[config.mk]
export PLATFORM = sky130hd
export DESIGN_NAME = alu_mc
export DESIGN_NICKNAME = d
export VERILOG_FILES = /design/src/rtl/alu_pkg.sv /design/src/rtl/alu_core.sv /design/src/rtl/alu_mc.sv
export SDC_FILE = /design/constraint.sdc
export NUM_CORES = 1
export LEC_CHECK = 0
export CORE_ASPECT_RATIO = 1.25
export CORE_MARGIN = 2
export CORE_UTILIZATION = 53
export DETAILED_ROUTE_END_ITERATION = 8
export PLACE_DENSITY = 0.75
export SLEW_MARGIN = 15
export SYNTH_ARGS = -nofsm -noshare
export SYNTH_HDL_FRONTEND = slang
export SYNTH_SLANG_ARGS = --single-unit
[constraint.sdc]
create_clock -name clk -period 2.75 [get_ports clk]
set_input_delay 0.275 -clock clk [delete_from_list [all_inputs] [get_ports clk]]
set_output_delay 0.275 -clock clk [all_outputs]
set_load 0.05 [all_outputs]
[src/rtl/alu_pkg.sv]
// Shared encodings for the multi-cycle ALU: opcodes, controller states and op-class helpers.
package alu_pkg;

    typedef enum logic [3:0] {
        OP_ADD  = 4'd0,
        OP_SUB  = 4'd1,
        OP_NOR  = 4'd2,
        OP_AND  = 4'd3,
        OP_XOR  = 4'd4,
        OP_RSH1 = 4'd5,
        OP_ADC  = 4'd6,
        OP_SBC  = 4'd7,
        OP_SHR  = 4'd8,
        OP_SHL  = 4'd9,
        OP_ASR  = 4'd10
    } alu_op_e;

    typedef enum logic [1:0] {
        IDLE  = 2'd0,
        SHIFT = 2'd1,
        DONE  = 2'd2
    } alu_state_e;

    // Variable-distance shifts are the only ops that may take the iterative path.
    function automatic logic is_var_shift(input logic [3:0] opCode);
        return (opCode == OP_SHR) || (opCode == OP_SHL) || (opCode == OP_ASR);
    endfunction

    function automatic logic uses_carry_in(input logic [3:0] opCode);
        return (opCode == OP_ADC) || (opCode == OP_SBC);
    endfunction

endpackage

[src/rtl/alu_core.sv]
// Single-cycle ALU datapath: every op in one combinational step, shifts via a barrel shifter.
module alu_core
    import alu_pkg::*;
#(
    parameter int WIDTH = 8
) (
    input  logic [WIDTH-1:0] a,
    input  logic [WIDTH-1:0] b,
    input  logic [3:0]       op,
    input  logic             cin,
    output logic [WIDTH-1:0] r,
    output logic             c
);

    localparam int SHW = $clog2(WIDTH);

    logic [SHW-1:0]      shiftAmt;
    logic                carryIn;
    logic [WIDTH:0]      sumExt;
    logic [WIDTH:0]      diffExt;
    logic [WIDTH:0]      carryExt;
    logic [WIDTH:0]      shrExt;
    logic [WIDTH:0]      shlExt;
    logic signed [WIDTH:0] asrIn;
    logic [WIDTH:0]      asrExt;

    assign shiftAmt = b[SHW-1:0];
    assign carryIn  = cin & uses_carry_in(op);
    assign carryExt = {{WIDTH{1'b0}}, carryIn};

    // Bit WIDTH of the extended sum/difference is the carry or borrow.
    assign sumExt  = {1'b0, a} + {1'b0, b} + carryExt;
    assign diffExt = {1'b0, a} - {1'b0, b} - carryExt;

    // An extra guard bit catches the last bit shifted out; distance 0 leaves it clear.
    assign shrExt = {a, 1'b0} >> shiftAmt;
    assign shlExt = {1'b0, a} << shiftAmt;
    assign asrIn  = {a, 1'b0};
    assign asrExt = asrIn >>> shiftAmt;

    always_comb begin
        r = '0;
        c = 1'b0;
        case (op)
            OP_ADD, OP_ADC: begin
                r = sumExt[WIDTH-1:0];
                c = sumExt[WIDTH];
            end
            OP_SUB, OP_SBC: begin
                r = diffExt[WIDTH-1:0];
                c = diffExt[WIDTH];
            end
            OP_NOR:  r = ~(a | b);
            OP_AND:  r = a & b;
            OP_XOR:  r = a ^ b;
            OP_RSH1: r = a >> 1;
            OP_SHR: begin
                r = shrExt[WIDTH:1];
                c = shrExt[0];
            end
            OP_SHL: begin
                r = shlExt[WIDTH-1:0];
                c = shlExt[WIDTH];
            end
            OP_ASR: begin
                r = asrExt[WIDTH:1];
                c = asrExt[0];
            end
            default: begin
                r = '0;
                c = 1'b0;
            end
        endcase
    end

endmodule

[src/rtl/alu_mc.sv]
// Multi-cycle ALU with valid/ready handshakes, optional bit-serial shifts and sticky C/Z flags.
module alu_mc
    import alu_pkg::*;
#(
    parameter int WIDTH      = 8,
    parameter bit ITER_SHIFT = 1'b1
) (
    input  logic             clk,
    input  logic             rst_n,
    input  logic             in_valid,
    output logic             in_ready,
    input  logic [WIDTH-1:0] a,
    input  logic [WIDTH-1:0] b,
    input  logic [3:0]       op,
    output logic             out_valid,
    input  logic             out_ready,
    output logic [WIDTH-1:0] result,
    output logic             cout,
    output logic             zero,
    output logic             flag_c,
    output logic             flag_z
);

    localparam int SHW = $clog2(WIDTH);
    localparam logic [SHW-1:0] CNT_ONE = SHW'(1);

    alu_state_e       state_q;
    logic [3:0]       op_q;
    logic [WIDTH-1:0] work_q;
    logic [SHW-1:0]   cnt_q;
    logic [WIDTH-1:0] result_q;
    logic             cout_q;
    logic             outValid_q;
    logic             flagC_q;
    logic             flagZ_q;

    logic [WIDTH-1:0] coreR;
    logic             coreC;
    logic             startIter;
    logic [WIDTH-1:0] work_d;
    logic             stepC;

    alu_core #(
        .WIDTH(WIDTH)
    ) u_core (
        .a   (a),
        .b   (b),
        .op  (op),
        .cin (flagC_q),
        .r   (coreR),
        .c   (coreC)
    );

    // Zero-distance shifts finish in one cycle through the core like any other op.
    assign startIter = ITER_SHIFT && is_var_shift(op) && (b[SHW-1:0] != '0);

    // One bit of the latched shift per cycle; stepC is the bit falling off this step.
    always_comb begin
        work_d = work_q;
        stepC  = 1'b0;
        case (op_q)
            OP_SHR: begin
                work_d = {1'b0, work_q[WIDTH-1:1]};
                stepC  = work_q[0];
            end
            OP_SHL: begin
                work_d = {work_q[WIDTH-2:0], 1'b0};
                stepC  = work_q[WIDTH-1];
            end
            OP_ASR: begin
                work_d = {work_q[WIDTH-1], work_q[WIDTH-1:1]};
                stepC  = work_q[0];
            end
            default: begin
                work_d = work_q;
                stepC  = 1'b0;
            end
        endcase
    end

    always_ff @(posedge clk or negedge rst_n) begin
        if (!rst_n) begin
            state_q    <= IDLE;
            op_q       <= '0;
            work_q     <= '0;
            cnt_q      <= '0;
            result_q   <= '0;
            cout_q     <= 1'b0;
            outValid_q <= 1'b0;
            flagC_q    <= 1'b0;
            flagZ_q    <= 1'b0;
        end else begin
            case (state_q)
                IDLE: begin
                    if (in_valid) begin
                        op_q <= op;
                        if (startIter) begin
                            work_q  <= a;
                            cnt_q   <= b[SHW-1:0];
                            state_q <= SHIFT;
                        end else begin
                            result_q   <= coreR;
                            cout_q     <= coreC;
                            flagC_q    <= coreC;
                            flagZ_q    <= (coreR == '0);
                            outValid_q <= 1'b1;
                            state_q    <= DONE;
                        end
                    end
                end
                SHIFT: begin
                    work_q <= work_d;
                    cnt_q  <= cnt_q - CNT_ONE;
                    // The final step publishes straight into the output registers.
                    if (cnt_q == CNT_ONE) begin
                        result_q   <= work_d;
                        cout_q     <= stepC;
                        flagC_q    <= stepC;
                        flagZ_q    <= (work_d == '0);
                        outValid_q <= 1'b1;
                        state_q    <= DONE;
                    end
                end
                DONE: begin
                    if (out_ready) begin
                        outValid_q <= 1'b0;
                        state_q    <= IDLE;
                    end
                end
                default: begin
                    outValid_q <= 1'b0;
                    state_q    <= IDLE;
                end
            endcase
        end
    end

    assign in_ready  = (state_q == IDLE);
    assign out_valid = outValid_q;
    assign result    = result_q;
    assign cout      = cout_q;
    assign zero      = ~|result_q;
    assign flag_c    = flagC_q;
    assign flag_z    = flagZ_q;

endmodule
==> results by group <==
Floorplanning
  • FP Rows: 33
  • Die area: 7630 µm²
  • Die Span Y: approximately 97 µm
  • Initial Util: 55.4%
  • Die extent in x: between 70 and 80 µm
  • I/O pin count: 38
  • Area of the core: 6650 µm²

Timing
  • Worst-margin pin slew: about 0.84 ns
  • Hold_ws: ~0.37 ns
  • Fin crit share: 103%
  • Max Fclk: 0.354 GHz
  • Fin. max-slew vios: 0
  • Tmin final: ~2.8 ns
  • Worst Setup Slack, final: -0.0710 ns
  • Final setup violation count: 3
  • Setup Skew: about 0.0024 ns
  • Final Hold Violating Endpoints: 0
  • Worst slew margin: 43.8%
  • Unrepaired setup endpoints after global routing: true

Setup path
  • Required time of the critical path: ~3.0 ns
  • Worst path max stage delay: approximately 0.58 ns
  • Worst-path maximum fanout: 2
  • CP delay by family, top: adder cells
  • Worst Path Buf+Inv: 4
  • Start of the worst register-to-register path: flag_c$_DFFE_PN0P_
  • Critical path startpoint: flag_c$_DFFE_PN0P_
  • Critical Path AT: 3.02 ns
  • CP startpoint kind: register
  • Slowest CP cell: fa_2
  • WS Path Type: reg -> reg
  • Crit end category: register
  • CP cell instances: nand2_4 > inv_2 > fa_2 > inv_2 > ha_4 > o21ai_4 > a211oi_2 > buf_4 > xnor2_2 > nor2_1 > nor4_1 > buf_4 > nand4b_1 > o221ai_2

Yosys
  • Mean post-synth cell area: approximately 8 µm²
  • Seq/Total Area, Yosys: 19.0%
  • Synth top area share: 19.0%
  • Synth async-reset ratio: 100%
  • Cell taking the most area after synthesis: dfrtp_1
  • Ys flop type: dfrtp_1
  • Distinct cells, synth: 72
  • Number of synthesized flops with an enable pin: 0
  • Synthesized net count: 523
  • #FFs+latches synth: 28
  • Area contributors post-synth: dfrtp_1 (19%), ha_1 (11%), o21ai_0 (5.4%), nand2_1 (5.1%), a21oi_1 (3.4%)
  • Mapped Cells: around 460
  • Cell Area, Synth: 3680 µm²
  • Yosys warns: 0

Flow run
  • MaxCap Viol Count: 0

Placement
  • Setup WS pre-CTS: -0.719 ns
  • IO buf count: 37
  • DP HPWL: 9.73 mm
  • Gpl congestion: 0.946
  • Placed instance area: 4660 µm²

Clock tree
  • Clk_lat worst skew: 0.28 ns
  • # clock sinks: 28
  • CTS clock-pin slew for the worst setup and hold paths: 0.09 ns
  • Root buffer cell: clkbuf_8
  • Clock buffer depth: 2
  • H-tree depth reported by CTS: 1
  • Total CTS buffers: 3
  • Hold bufs inserted after CTS: 0
  • CTS tree: done

Global route
  • Largest net degree at the start of global routing: 29
  • Vias in the first global route: 3970
  • GRT Overall Usage: 32.9%
  • Initial antenna violation count: 0
  • Grt ovf: 0
  • First-pass GRT wire length: 20.1 mm

Finish
  • Area of the multi-input gates: 2840 µm²
  • Design Area, Final: 4880 µm²
  • Register Area: between 700 and 800 µm²
  • NumNets Final: 625
  • Fin util: 73.4%
  • Antenna fix cells: 0
  • Share of cells above drive strength 1: about a quarter
  • Area growth, synth to finish: 32.6%
  • Filler instances: about 530

Drt
  • WL final: 12.6 mm
  • Via density: 6.28
  • DR iter-0 viols: 246
  • Drt first pass iters: 5
  • Vias: 4080
  • Routed wire per std cell: approximately 19 µm
  • Detail Route Antenna Nets: 0
  • # DRC: 0

Pwr
  • Sw power: 1.45 mW
  • Internal: 1.60 mW
  • Pwr Total: a little over 3 mW
  • Sequential share of power: 27.2%
  • Switching share of power: 47.5%
  • Logic gate share of total power: 62.2%
  • Peak VDD IR: approximately 0.00060 V
  • Pwr dens: 625 nW/µm²
  • Clock Power Share: 10.7%
  • Leak: 2.16 nW

Status
  • Failing checks: negative setup slack
  • Status: finished, violations left

Worst hold path
  • HP Class: in -> async
cell families (layout without fill, tap and decap cells):
kind of cell / after synthesis / in the layout / share of synthesized area [%]
AOI/OAI and AO/OA: 137 / 137 / 25.0
xor gates and xnor gates: 11 / 11 / 2.62
muxes: 28 / 28 / 10.5
and+or+nand+nor: 156 / 156 / 21.7
DFF: 28 / 28 / 19.0
adders and majority gates: 37 / 37 / 13.4
buffers and inverters: 65 / 166 / 7.75
flip-flops by register name (all words and copies together), names as in the netlist:
name	cells
flag_c	1
state_q	2
result	8
work_q	8
flag_z	1
out_valid	1
op_q	4
cnt_q	3
cells in the mapped netlist (all sizes together), types with 4 or more instances:
library cell,count
mux4,6
o21ai,40
xnor2,9
inv,34
nor2b,8
a21o,4
a221oi,5
a21oi,25
dfrtp,28
nand3,6
o221ai,6
a22oi,4
buf,14
or3,4
ha,33
nand2,50
mux2,13
o211ai,12
nor2,33
fa,4
or4,4
nor3,17
nor4,4
nand2b,11
a31oi,6
mux2i,9
clkbuf,16
worst register-to-register path, cell delays in order (launching register included):
cell and delay (ns):
dfrtp_2 0.45, nand2_4 0.08, inv_2 0.04, fa_2 0.58, inv_2 0.07, ha_4 0.16
o21ai_4 0.15, a211oi_2 0.10, buf_4 0.15, xnor2_2 0.11, nor2_1 0.07, nor4_1 0.26
buf_4 0.18, nand4b_1 0.13, o221ai_2 0.21
power groups by stage:
| stage | clock [mW] | sequential [mW] | combinational, mW |
|---|---|---|---|
| finish | 0.325 | 0.830 | 1.90 |
| global route | 0.340 | 0.864 | 2.05 |
| CTS | 0.323 | 0.824 | 1.84 |
| detailed placement | 0 | 0.832 | 1.80 |
| global placement | 0 | 0.815 | 1.77 |
| floorplan | 0 | 0.996 | 1.02 |
timing repair:
action,in CTS,in global routing
pin swaps,14,16
setup endpoints to repair,9,8
setup buffers,3,2
gates resized for setup,24,21
placed cells by master, fill, tap and decap left out, types with 6 or more instances in the layout:
master           netlist  final
a21oi_1               25     23
a31oi_1                6      6
buf_4                  5     89
clkdlybuf4s50_1        0     32
dfrtp_1               28     27
ha_1                  33     28
inv_1                 33     29
mux2_2                 9      9
mux2i_1                9      8
nand2_1               50     48
nand2b_1              11     11
nand3_1                6      6
nor2_1                33     33
nor2b_1                8      8
nor3_1                16     15
o211ai_1              11     11
o21ai_0               40     36
xnor2_1                9      7
through the flow:
stage | std cells | setup TNS, ns
final | 650 | -0.146
after global routing | 650 | -0.434
after CTS | 648 | 0
after detailed placement | 641 | -5.15
after global placement | 641 | -4.25
after floorplan | 462 | -0.195
path summary, 6_finish.rpt:
check	endpoint	slack [ns]	depth (start not counted)
setup / recovery	flag_z$_DFFE_PN0P_	-0.07	14
hold / removal	state_q[1]$_DFFE_PN0P_	0.37	2
setup reg to reg	flag_z$_DFFE_PN0P_	-0.07	14
hold reg to reg	out_valid$_DFFE_PN0P_	0.49	2
max in group asynchronous	flag_c$_DFFE_PN0P_	2.10	2
min in group clk	flag_c$_DFFE_PN0P_	0.46	4
layout make-up:
type / instances / share of cell area [%]
Sequential cell: 28 / 14.4
Multi-Input combinational cell: 369 / 58.1
Tap cell: 87 / 2.23
Clock buffer: 3 / 0.846
Timing Repair Buffer: 127 / 21.1
Inverter: 35 / 2.69
Clock inverter: 1 / 0.615
metal layers:
| layer | up-vias | GRT usage, % | wire length, µm | share of wire, % |
|---|---|---|---|---|
| met5 | - | 0 | 0 | 0 |
| met4 | 0 | 21.9 | 911 | 7.2 |
| met3 | 63 | 2.14 | 643 | 5.1 |
| met2 | 211 | 57.1 | 6290 | 50 |
| met1 | 1905 | 38.3 | 4790 | 38 |
| li1 | 1901 | - | - | - |
(Power assumes the default switching activity.)
